### config.mk
export PLATFORM = sky130hd
export DESIGN_NAME = conversor_bcd_display
export DESIGN_NICKNAME = d
export VERILOG_FILES = /design/src/rtl/conversor_bcd_display_pkg.sv /design/src/rtl/conversor_bcd_display_ajuste_bcd_nibble.sv /design/src/rtl/conversor_bcd_display.sv
export SDC_FILE = /design/constraint.sdc
export NUM_CORES = 1
export LEC_CHECK = 0
export ABC_AREA = 1
export CAP_MARGIN = 20
export CORE_MARGIN = 2
export CORE_UTILIZATION = 60
export CTS_BUF_LIST = sky130_fd_sc_hd__clkbuf_2
export DETAILED_ROUTE_END_ITERATION = 12
export GPL_TIMING_DRIVEN = 0
export HOLD_SLACK_MARGIN = 0.15
export PLACE_DENSITY_LB_ADDON = 0.12
export REMOVE_ABC_BUFFERS = 1
export SYNTH_ARGS = -nofsm -noshare
export SYNTH_HDL_FRONTEND = slang
export SYNTH_HIERARCHICAL = 1
export SYNTH_SLANG_ARGS = --single-unit
export TNS_END_PERCENT = 5
### constraint.sdc
create_clock -name i_clock -period 2.4 [get_ports i_clock]
set_clock_uncertainty 0.05 [all_clocks]
set_input_delay 0.24 -clock i_clock [delete_from_list [all_inputs] [get_ports i_clock]]
set_output_delay 0.24 -clock i_clock [all_outputs]
set_load 0.01 [all_outputs]
### src/rtl/conversor_bcd_display_pkg.sv
// Shared definitions for the binary-to-BCD converter and the 7-segment decoders it feeds.
// Display codes: 0..15 render as hex digits, any code of 16 or above renders as "-".
package conversor_bcd_display_pkg;

    localparam int LARGURA_CODIGO = 7;
    localparam int LARGURA_VALOR  = 10;
    localparam int LARGURA_BCD    = 16;

    typedef enum logic [1:0] {
        OCIOSO  = 2'd0,
        CARREGA = 2'd1,
        DESLOCA = 2'd2,
        FIM     = 2'd3
    } estado_t;

    localparam logic [LARGURA_CODIGO-1:0] CODIGO_ZERO         = 7'h00;
    localparam logic [LARGURA_CODIGO-1:0] CODIGO_HEX_MAX      = 7'h0F;
    localparam logic [LARGURA_CODIGO-1:0] CODIGO_TRACO        = 7'h10;
    localparam logic [LARGURA_CODIGO-1:0] CODIGO_MENOS_PADRAO = CODIGO_TRACO;

    function automatic logic [LARGURA_CODIGO-1:0] nibble_para_codigo(input logic [3:0] i_nibble);
        return {3'b000, i_nibble};
    endfunction

endpackage

### src/rtl/conversor_bcd_display_ajuste_bcd_nibble.sv
// Double-dabble correction cell: a BCD nibble of 5 or more gets 3 added before the shift,
// so that the following doubling carries correctly into the next decimal digit.
module ajuste_bcd_nibble
    import conversor_bcd_display_pkg::*;
(
    input  logic [3:0] i_nibble,
    output logic [3:0] o_nibble
);

    // Add-3 correction for nibbles >= 5
    always_comb begin
        if (i_nibble >= 4'd5) begin
            o_nibble = i_nibble + 4'd3;
        end else begin
            o_nibble = i_nibble;
        end
    end

endmodule

### src/rtl/conversor_bcd_display.sv
// Sequential 10-bit binary to BCD converter (one bit per clock) driving four 7-bit
// display codes; results update atomically at the end of each conversion.
module conversor_bcd_display
    import conversor_bcd_display_pkg::*;
#(
    parameter bit                        COM_SINAL    = 1'b1,
    parameter logic [LARGURA_CODIGO-1:0] CODIGO_MENOS = CODIGO_MENOS_PADRAO
) (
    input  logic                      i_clock,
    input  logic                      i_reset,
    input  logic                      i_inicio,
    input  logic [LARGURA_VALOR-1:0]  i_valor,
    output logic [LARGURA_CODIGO-1:0] o_digito0,
    output logic [LARGURA_CODIGO-1:0] o_digito1,
    output logic [LARGURA_CODIGO-1:0] o_digito2,
    output logic [LARGURA_CODIGO-1:0] o_digito3,
    output logic                      o_ocupado,
    output logic                      o_pronto
);

    estado_t                   r_estado;
    estado_t                   w_estado_prox;
    logic [LARGURA_VALOR-1:0]  r_valor;
    logic [LARGURA_VALOR-1:0]  r_mag;
    logic [LARGURA_BCD-1:0]    r_bcd;
    logic [3:0]                r_cont;
    logic                      r_sinal;
    logic [LARGURA_CODIGO-1:0] r_digito0;
    logic [LARGURA_CODIGO-1:0] r_digito1;
    logic [LARGURA_CODIGO-1:0] r_digito2;
    logic [LARGURA_CODIGO-1:0] r_digito3;
    logic                      r_ocupado;
    logic                      r_pronto;

    logic [LARGURA_BCD-1:0]    w_bcd_ajustado;
    logic [LARGURA_VALOR-1:0]  w_mag_entrada;
    logic                      w_sinal_entrada;

    for (genvar g = 0; g < 4; g++) begin : g_ajuste
        ajuste_bcd_nibble u_ajuste (
            .i_nibble (r_bcd[4*g +: 4]),
            .o_nibble (w_bcd_ajustado[4*g +: 4])
        );
    end

    // Magnitude and sign of the captured value; -512 maps to 512 without overflow
    always_comb begin
        w_sinal_entrada = 1'b0;
        w_mag_entrada   = r_valor;
        if (COM_SINAL && r_valor[LARGURA_VALOR-1]) begin
            w_sinal_entrada = 1'b1;
            w_mag_entrada   = ~r_valor + 10'd1;
        end else begin
            w_sinal_entrada = 1'b0;
            w_mag_entrada   = r_valor;
        end
    end

    // Next-state logic for the conversion sequencer
    always_comb begin
        w_estado_prox = r_estado;
        case (r_estado)
            OCIOSO: begin
                if (i_inicio) begin
                    w_estado_prox = CARREGA;
                end else begin
                    w_estado_prox = OCIOSO;
                end
            end
            CARREGA: w_estado_prox = DESLOCA;
            DESLOCA: begin
                if (r_cont == 4'd0) begin
                    w_estado_prox = FIM;
                end else begin
                    w_estado_prox = DESLOCA;
                end
            end
            FIM:     w_estado_prox = OCIOSO;
            default: w_estado_prox = OCIOSO;
        endcase
    end

    // State register
    always_ff @(posedge i_clock) begin
        if (i_reset) begin
            r_estado <= OCIOSO;
        end else begin
            r_estado <= w_estado_prox;
        end
    end

    // Datapath: capture, shift-add-3 iterations and atomic output update
    always_ff @(posedge i_clock) begin
        if (i_reset) begin
            r_valor   <= 10'd0;
            r_mag     <= 10'd0;
            r_bcd     <= 16'd0;
            r_cont    <= 4'd0;
            r_sinal   <= 1'b0;
            r_digito0 <= CODIGO_ZERO;
            r_digito1 <= CODIGO_ZERO;
            r_digito2 <= CODIGO_ZERO;
            r_digito3 <= CODIGO_ZERO;
            r_ocupado <= 1'b0;
            r_pronto  <= 1'b0;
        end else begin
            r_pronto <= 1'b0;
            case (r_estado)
                OCIOSO: begin
                    if (i_inicio) begin
                        r_valor   <= i_valor;
                        r_ocupado <= 1'b1;
                    end
                end
                CARREGA: begin
                    r_mag   <= w_mag_entrada;
                    r_sinal <= w_sinal_entrada;
                    r_bcd   <= 16'd0;
                    r_cont  <= 4'd9;
                end
                DESLOCA: begin
                    {r_bcd, r_mag} <= {w_bcd_ajustado, r_mag} << 1;
                    r_cont         <= r_cont - 4'd1;
                end
                FIM: begin
                    r_digito0 <= nibble_para_codigo(r_bcd[3:0]);
                    r_digito1 <= nibble_para_codigo(r_bcd[7:4]);
                    r_digito2 <= nibble_para_codigo(r_bcd[11:8]);
                    if (COM_SINAL) begin
                        r_digito3 <= r_sinal ? CODIGO_MENOS : CODIGO_ZERO;
                    end else begin
                        r_digito3 <= nibble_para_codigo(r_bcd[15:12]);
                    end
                    r_pronto  <= 1'b1;
                    r_ocupado <= 1'b0;
                end
                default: r_ocupado <= 1'b0;
            endcase
        end
    end

    assign o_digito0 = r_digito0;
    assign o_digito1 = r_digito1;
    assign o_digito2 = r_digito2;
    assign o_digito3 = r_digito3;
    assign o_ocupado = r_ocupado;
    assign o_pronto  = r_pronto;

endmodule
==> results of run 1 <==
layout make-up:
class | count | area (um2)
Sequential cell | 54 | 1080
Inverter | 44 | 165
Clock buffer | 7 | 35.0
Tap cell | 52 | 65.1
Timing Repair Buffer | 28 | 285
Fill cell | 400 | 1370
Multi-Input combinational cell | 259 | 1320
Clock inverter | 1 | 30.0
timing repair:
item                       4_1_cts  5_1_grt
setup endpoints to repair        0        1
buffers inserted                 0        0
gates resized for setup          0        1
sequential cells by signal, indices dropped and copies added, names as in the netlist:
name	count
r_bcd	12
r_mag	10
r_valor	10
o_digito0	4
o_digito1	4
o_digito2	4
r_cont	4
r_estado	2
o_digito3	1
o_ocupado	1
o_pronto	1
r_sinal	1
worst max-delay path, cell delays in order (launching register included):
cell,delay [ps]
dfxtp_1,420
inv_1,70
ha_1,550
inv_2,270
nor2_4,290
o21ai_1,120
a21oi_1,130
nor2_1,50
nor2_1,70
power by group:
part           internal [mW]  leakage [nW]  switching (mW)  total, mW
clock                  0.185        0.0432           0.271      0.456
sequential             0.960         0.440          0.0357      0.995
combinational          0.126         0.736           0.212      0.338
total                   1.27          1.22           0.519       1.79
routing by layer:
metal,vias up,global-route usage (%)
met5,-,0
met4,0,6.29
met3,9,4.27
met2,56,39.4
met1,1032,27.3
li1,1210,-
path summary, 6_finish.rpt:
kind / startpoint / to / slack (ps) / cells after the start
max: r_estado[0]$_SDFF_PP0_ / r_mag[1]$_SDFFE_PP0P_ / 360 / 8
min: i_valor[9] / r_valor[9]$_SDFFE_PP0P_ / 330 / 3
max reg2reg: r_estado[0]$_SDFF_PP0_ / r_mag[1]$_SDFFE_PP0P_ / 360 / 8
min reg2reg: r_mag[9]$_SDFFE_PP0P_ / r_bcd[0]$_SDFFE_PP0P_ / 420 / 2
per-stage QoR:
| step | instance area, um2 | util [%] | power, mW | instances | hold WS [ps] |
|---|---|---|---|---|---|
| CTS | 2970 | 68.1 | 1.79 | 444 | 335 |
| global route | 2990 | 68.6 | 1.88 | 445 | 338 |
| detailed placement | 2900 | 66.6 | 1.35 | 436 | 407 |
| floorplan | 2560 | - | 1.23 | 357 | 259 |
| finish | 2990 | 68.6 | 1.79 | 445 | 334 |
| global placement | 2900 | 66.6 | 1.33 | 436 | 389 |
cell usage in the layout, fill, tap and decap left out:
cell	n
o21ai_0	34
conb_1	15
o21ai_2	3
nand3_1	15
dfxtp_1	54
a21oi_1	35
a31oi_1	3
nor2_1	49
bufinv_16	1
nor2_4	7
nand2_1	61
and3_1	1
clkdlybuf4s50_1	27
o21ai_1	4
nand4_1	2
nand3b_1	1
ha_1	12
or2_0	1
o22ai_1	7
clkbuf_2	7
buf_8	1
a2bb2oi_1	1
a21oi_2	2
nand2_2	4
nor4_1	2
inv_2	7
inv_1	37
==> out/results.txt, run 1 <==
The tools report the number of cell rows as 24. The run gives 2760 ps as the required time of the critical path. The time the worst path needs with I/O delays and setup works out to 2040 ps.

In this run the power density over the cells is 599 nW/um2. After detailed routing, the met3 layer carries 206 um of wire. The critical path arrival was 2400 ps; the sum of routed wire segments on met1 was 2300 um. After floorplanning, the core was sized to cover 4350 um2. The number of clock buffers inserted by TritonCTS was 5; the routed length on met2 was 2460 um. The die span in y was 71.0 um.

The post-DP HPWL is 3420 um. The number of antenna diodes in the final layout is 0. For this block, the initial DRC count from the detailed router was 117. The floorplan step set the die width to 71.0 um. The clock latency at the later pin of the worst-skew pair is 440 ps, and the global placer's final weighted congestion is 0.853. The number of vias in the routed layout was 2307.

The highest routing layer actually used was met4. The initial utilization of the core area, before any placement, comes to 61.9%. Dividing the detail-routed via count by the number of cells gives 5.18.

Endpoint type of the worst setup path: a register. The largest voltage drop on the vdd net is 0.329 mV. TritonCTS built the clock tree.

The final count of pins violating max slew is 0. Compared with the post-synthesis result, the final layout area differs by 10.8%. The pre-antenna-repair detailed-routing pass consisted of 5 iterations. Clock-pin slew was measured on the worst setup and hold paths at 260 ps. Setup violations remaining at the end of the flow were counted as 0.

The remaining global-route overflow was 0; the number of remaining DRC errors was 0. The average instance in the mapped netlist occupies 7.24 um2. The tools report the setup TNS after final layout as 0 ps. Entering global routing, the biggest net connects 29 pins.

For this run, the top clock speed supported by timing is 490 MHz. Summing every instance area after synthesis gives 2690 um2. Yosys printed 6 warnings.

The total wirelength of the detailed-routed design is 5030 um, and the number of global-route vias before repair is 2126. The tightest slew margin relative to the limit was 60.3%. The class of the most critical setup path was reg2reg. The largest fanout of any net on the critical path works out to 17. The number of hold-slack violations in the final timing report was 0.

The initial antenna violation count was 0; the number of top-level pins was 43. The tools report the max capacitance violation total as 0. Timing analysis after detailed placement gives a worst setup slack of 100 ps. The root buffer cell was clkbuf_2. Of the available clock period, the critical path in the final layout requires 85.0%. At the end of the flow, the number of nets in the layout was 417.

Dividing the detail-routed wire length by the instance count gives 11.3 um. The count of nets left with antenna violations once routing finished came out at 0. The first global-routing pass estimated 9170 um of wire.

For this design, the sink count on the clock tree is 54. The cell count after synthesis came out at 372. Setup repair after global routing left no endpoint under its margin.

The H-tree was split into 2 levels. The share of final-layout standard cells stronger than drive strength 1 came out at 8.14%. The worst hold path belongs to the class in2reg. After clock tree synthesis, the flow added hold-fix buffers numbering 0. Buffers placed on the I/O ports in this run total 27. The worst setup path is launched from a register. The leakage power was 1.22 nW; the actual slew at the worst max-slew pin was 594 ps.

For the total die area, the log shows 5040 um2. The flow ran to the end, and the final reports show no timing, DRC or antenna violations. Setup slack closes at 359 ps. In this run the deepest clock path goes through 2 buffers.

The global-route usage over all layers came out at 22.1%.
No activity file was read; power rests on OpenSTA's default activity.
==> run 2: changes to the inputs <==
--- a/config.mk
+++ b/config.mk
@@ -14,7 +14,9 @@
 export GPL_TIMING_DRIVEN = 0
 export HOLD_SLACK_MARGIN = 0.15
 export PLACE_DENSITY_LB_ADDON = 0.12
+export RECOVER_POWER = 100
 export REMOVE_ABC_BUFFERS = 1
+export SKIP_CTS_REPAIR_TIMING = 1
 export SYNTH_ARGS = -nofsm -noshare
 export SYNTH_HDL_FRONTEND = slang
 export SYNTH_HIERARCHICAL = 1
==> out/results.txt, run 2 (synthesized netlist as in run 1, its figures left out) <==
The run finished with clean final reports. The part of the total power dissipated in the clock network came out at 25.6% (was 25.5%). The largest voltage drop on the vdd net was 0.328 mV (was 0.329 mV); the clock latency at the later pin of the worst-skew pair was 440 ps (about the same). The leading cell type in the layout, fill and taps excluded was nand2_1 (unchanged). Power density over cell area: 598 nW/um2 (was 599 nW/um2). The tools report the critical path launch point type as a register (unchanged). The tools report the post-route antenna net violation count as 0 (unchanged). The H-tree depth reported by CTS is 2 (unchanged), and the number of global-route vias before repair is 2126 (unchanged). The setup TNS after final layout was 0 ps (unchanged); the number of flip-flops in the largest register was 12 (unchanged). The tools report the startpoint of the most critical setup path as r_estado[0]$_SDFF_PP0_ (unchanged). The max capacitance violation total is 0 (unchanged).

The count of antenna diodes in the layout is 0 (unchanged). The die span in y is 71.0 um (unchanged), and the number of hold-slack violations in the final timing report is 0 (unchanged). The switching power as a share of total power is 28.9% (was 29.0%).

Cell-by-cell trace of the critical path: inv_1 > ha_1 > nand2_1 > inv_2 > nand2_1 > o21ai_0 > nor2_1 > nor2_1 (was inv_1 > ha_1 > inv_2 > nor2_4 > o21ai_1 > a21oi_1 > nor2_1 > nor2_1). The run gives 0 (unchanged) as the number of setup violations in the final report. The startpoint of the worst hold path was i_valor[9] (unchanged). Largest registers in the final layout: r_bcd (12), r_mag (10), r_valor (10) (unchanged).

The utilization of the core after routing is 68.5% (was 68.6%), and the number of buffers and inverters on the critical path is 2 (unchanged). The largest stage delay on the critical path is 540 ps (was 550 ps), and the global placer's final weighted congestion is 0.853 (unchanged). Cell type group with the largest total delay on the critical path: adder cells (unchanged). The run gives 0 (unchanged) as the number of remaining DRC errors. The achievable clock frequency was 496 MHz (was 490 MHz); the post-DP HPWL was 3420 um (unchanged).

The remaining global-route overflow came out at 0 (unchanged). The initial antenna violation count was 0 (unchanged); the final cell count without fillers was 445 (unchanged). The number of cell rows is 24 (unchanged).

TritonCTS built the clock tree. Critical register-to-register path startpoint: r_estado[0]$_SDFF_PP0_ (unchanged). Class of the most critical setup path: reg2reg (unchanged). The final worst-path cycle share was 84.0% (was 85.0%).

The worst flop-to-flop path endpoint was r_mag[1]$_SDFFE_PP0P_ (unchanged). Layout overhead on the synthesized area: 10.7% (was 10.8%). The run gives 1.27 nW (was 1.22 nW) as the leakage power. The end point of the most critical hold path is r_valor[9]$_SDFFE_PP0P_ (unchanged). The tools report the required time of the critical path as 2760 ps (about the same).

The number of clock buffers inserted by TritonCTS was 5 (unchanged); the largest fanout of any net on the critical path was 14 (was 17). The floorplan die width is 71.0 um (unchanged), and the total die area is 5040 um2 (unchanged). The logs give 50.8% (was 60.3%) for the tightest slew margin relative to the limit and 400 (unchanged) for the filler cell count. The logs give 417 (unchanged) for the number of nets in the finished design and 5000 um (was 5030 um) for the total wirelength of the detailed-routed design.

The logs give 54 (unchanged) for the TritonCTS sink count and 4350 um2 (unchanged) for the placeable core area. For the slack of the worst reg-to-reg path, the log shows 380 ps (was 360 ps). The critical path arrival came out at 2370 ps (was 2400 ps).

The power share of the sequential group is 55.8% (was 55.6%). The global-route usage over all layers came out at 22.1% (unchanged). The quantity of I/O buffers inserted on ports works out to 27 (unchanged). The initial standard-cell utilization of the core was 61.9% (unchanged); the share of final-layout standard cells stronger than drive strength 1 was 7.63% (was 8.14%). Actual slew at the worst max-slew pin: 737 ps (was 594 ps). The via density per instance came out at 5.17 (was 5.18).

The register with the highest flop count is r_bcd (unchanged). For the number of top-level pins, the log shows 43 (unchanged). Master of the slowest instance on the critical path: ha_1 (unchanged). Setup repair after global routing left no endpoint under its margin. The endpoint type of the worst setup path was a register (unchanged). Commonest cells after routing, fill and taps aside: nand2_1, dfxtp_1, nor2_1, inv_1 (was nand2_1, dfxtp_1, nor2_1, inv_1, a21oi_1).

The run gives 29 (unchanged) as the pin count of the biggest net entering global routing. The worst hold path depth is 3 (unchanged). The tools report the wire length of the first global-routing pass as 9170 um (unchanged). The clock transition time at the flip-flop clock pins of the worst setup and hold paths was 260 ps (about the same). The number of DRC markers in iteration 0 is 128 (was 117). Net switching power: 0.516 mW (was 0.519 mW). The number of placed instances with taps included is 436 (unchanged). The root buffer cell is clkbuf_2 (unchanged).

For the final count of pins violating max slew, the log shows 0 (unchanged). The logs give 2301 (was 2307) for the number of vias in the routed layout and 4 (was 5) for the number of search-and-repair iterations in the first detailed-routing pass. The time the worst path needs with I/O delays and setup is 2020 ps (was 2040 ps), and the internal power contribution is 1.27 mW (about the same).

The part of the total power dissipated in combinational logic was 18.6% (was 18.9%); the cell depth of the worst flop-to-flop path was 8 (unchanged). The path type of the worst min-delay path is in2reg (unchanged). The tools report the number of buffers between clock root and the deepest sink as 2 (unchanged). The routed wirelength normalized by instance count was 11.2 um (was 11.3 um).
run 2: changes by cell type in the layout (fill, tap and decap cells not counted):
cell	previous run	this run
nand2_2	4	3
nand2_1	61	62
dlygate4sd3_1	0	15
o21ai_0	34	35
inv_2	7	6
o21ai_1	4	3
inv_1	37	38
clkdlybuf4s50_1	27	12
run 2: worst max-delay path by stage:
| stage | endpoint | slack, ps | depth (start not counted) |
|---|---|---|---|
| 4_1_cts | r_mag[1]$_SDFFE_PP0P_ | 170 | 8 |
| 6_report | r_mag[1]$_SDFFE_PP0P_ | 380 | 8 |
| 5_1_grt | r_mag[1]$_SDFFE_PP0P_ | 120 | 8 |
| 3_5_place_dp | r_valor[5]$_SDFFE_PP0P_ | 100 | 4 |
| 2_1_floorplan | r_mag[1]$_SDFFE_PP0P_ | 640 | 8 |
| 3_3_place_gp | r_valor[0]$_SDFFE_PP0P_ | 110 | 4 |
run 2: area by class of cell:
cell class,count,area (um2),share of cell area (%)
Sequential cell,54,1080,36.2
Multi-Input combinational cell,259,1320,44.3
Timing Repair Buffer,28,285,9.56
Inverter,44,165,5.54
Clock inverter,1,30.0,1.01
Clock buffer,7,35.0,1.17
Tap cell,52,65.1,2.18
run 2: worst min-delay path: stages:
cell,delay (ps)
clkdlybuf4s50_1,390
o21ai_0,150
a21oi_1,50
run 2: per-layer routing:
layer,wire (um),share of wire [%],GRT usage [%]
met4,34,0.68,6.29
met3,223,4.5,4.27
met5,0,0,0
met1,2210,44,27.3
met2,2530,51,39.4
run 2: through the flow:
stage	cell area (um2)	worst slack, ps	total power [mW]	hold slack (ps)
floorplan	2560	638	1.23	259
global placement	2900	111	1.33	389
detailed placement	2900	100	1.35	407
CTS	2970	173	1.79	335
global route	2980	117	1.88	344
finish	2980	384	1.78	340
run 2: power groups by stage:
stage	Combinational, mW	Clock, mW	Sequential, mW
finish	0.332	0.456	0.995
global route	0.384	0.489	1.00
CTS	0.333	0.461	0.996
detailed placement	0.332	0	1.01
global placement	0.323	0	1.01
floorplan	0.223	0	1.01
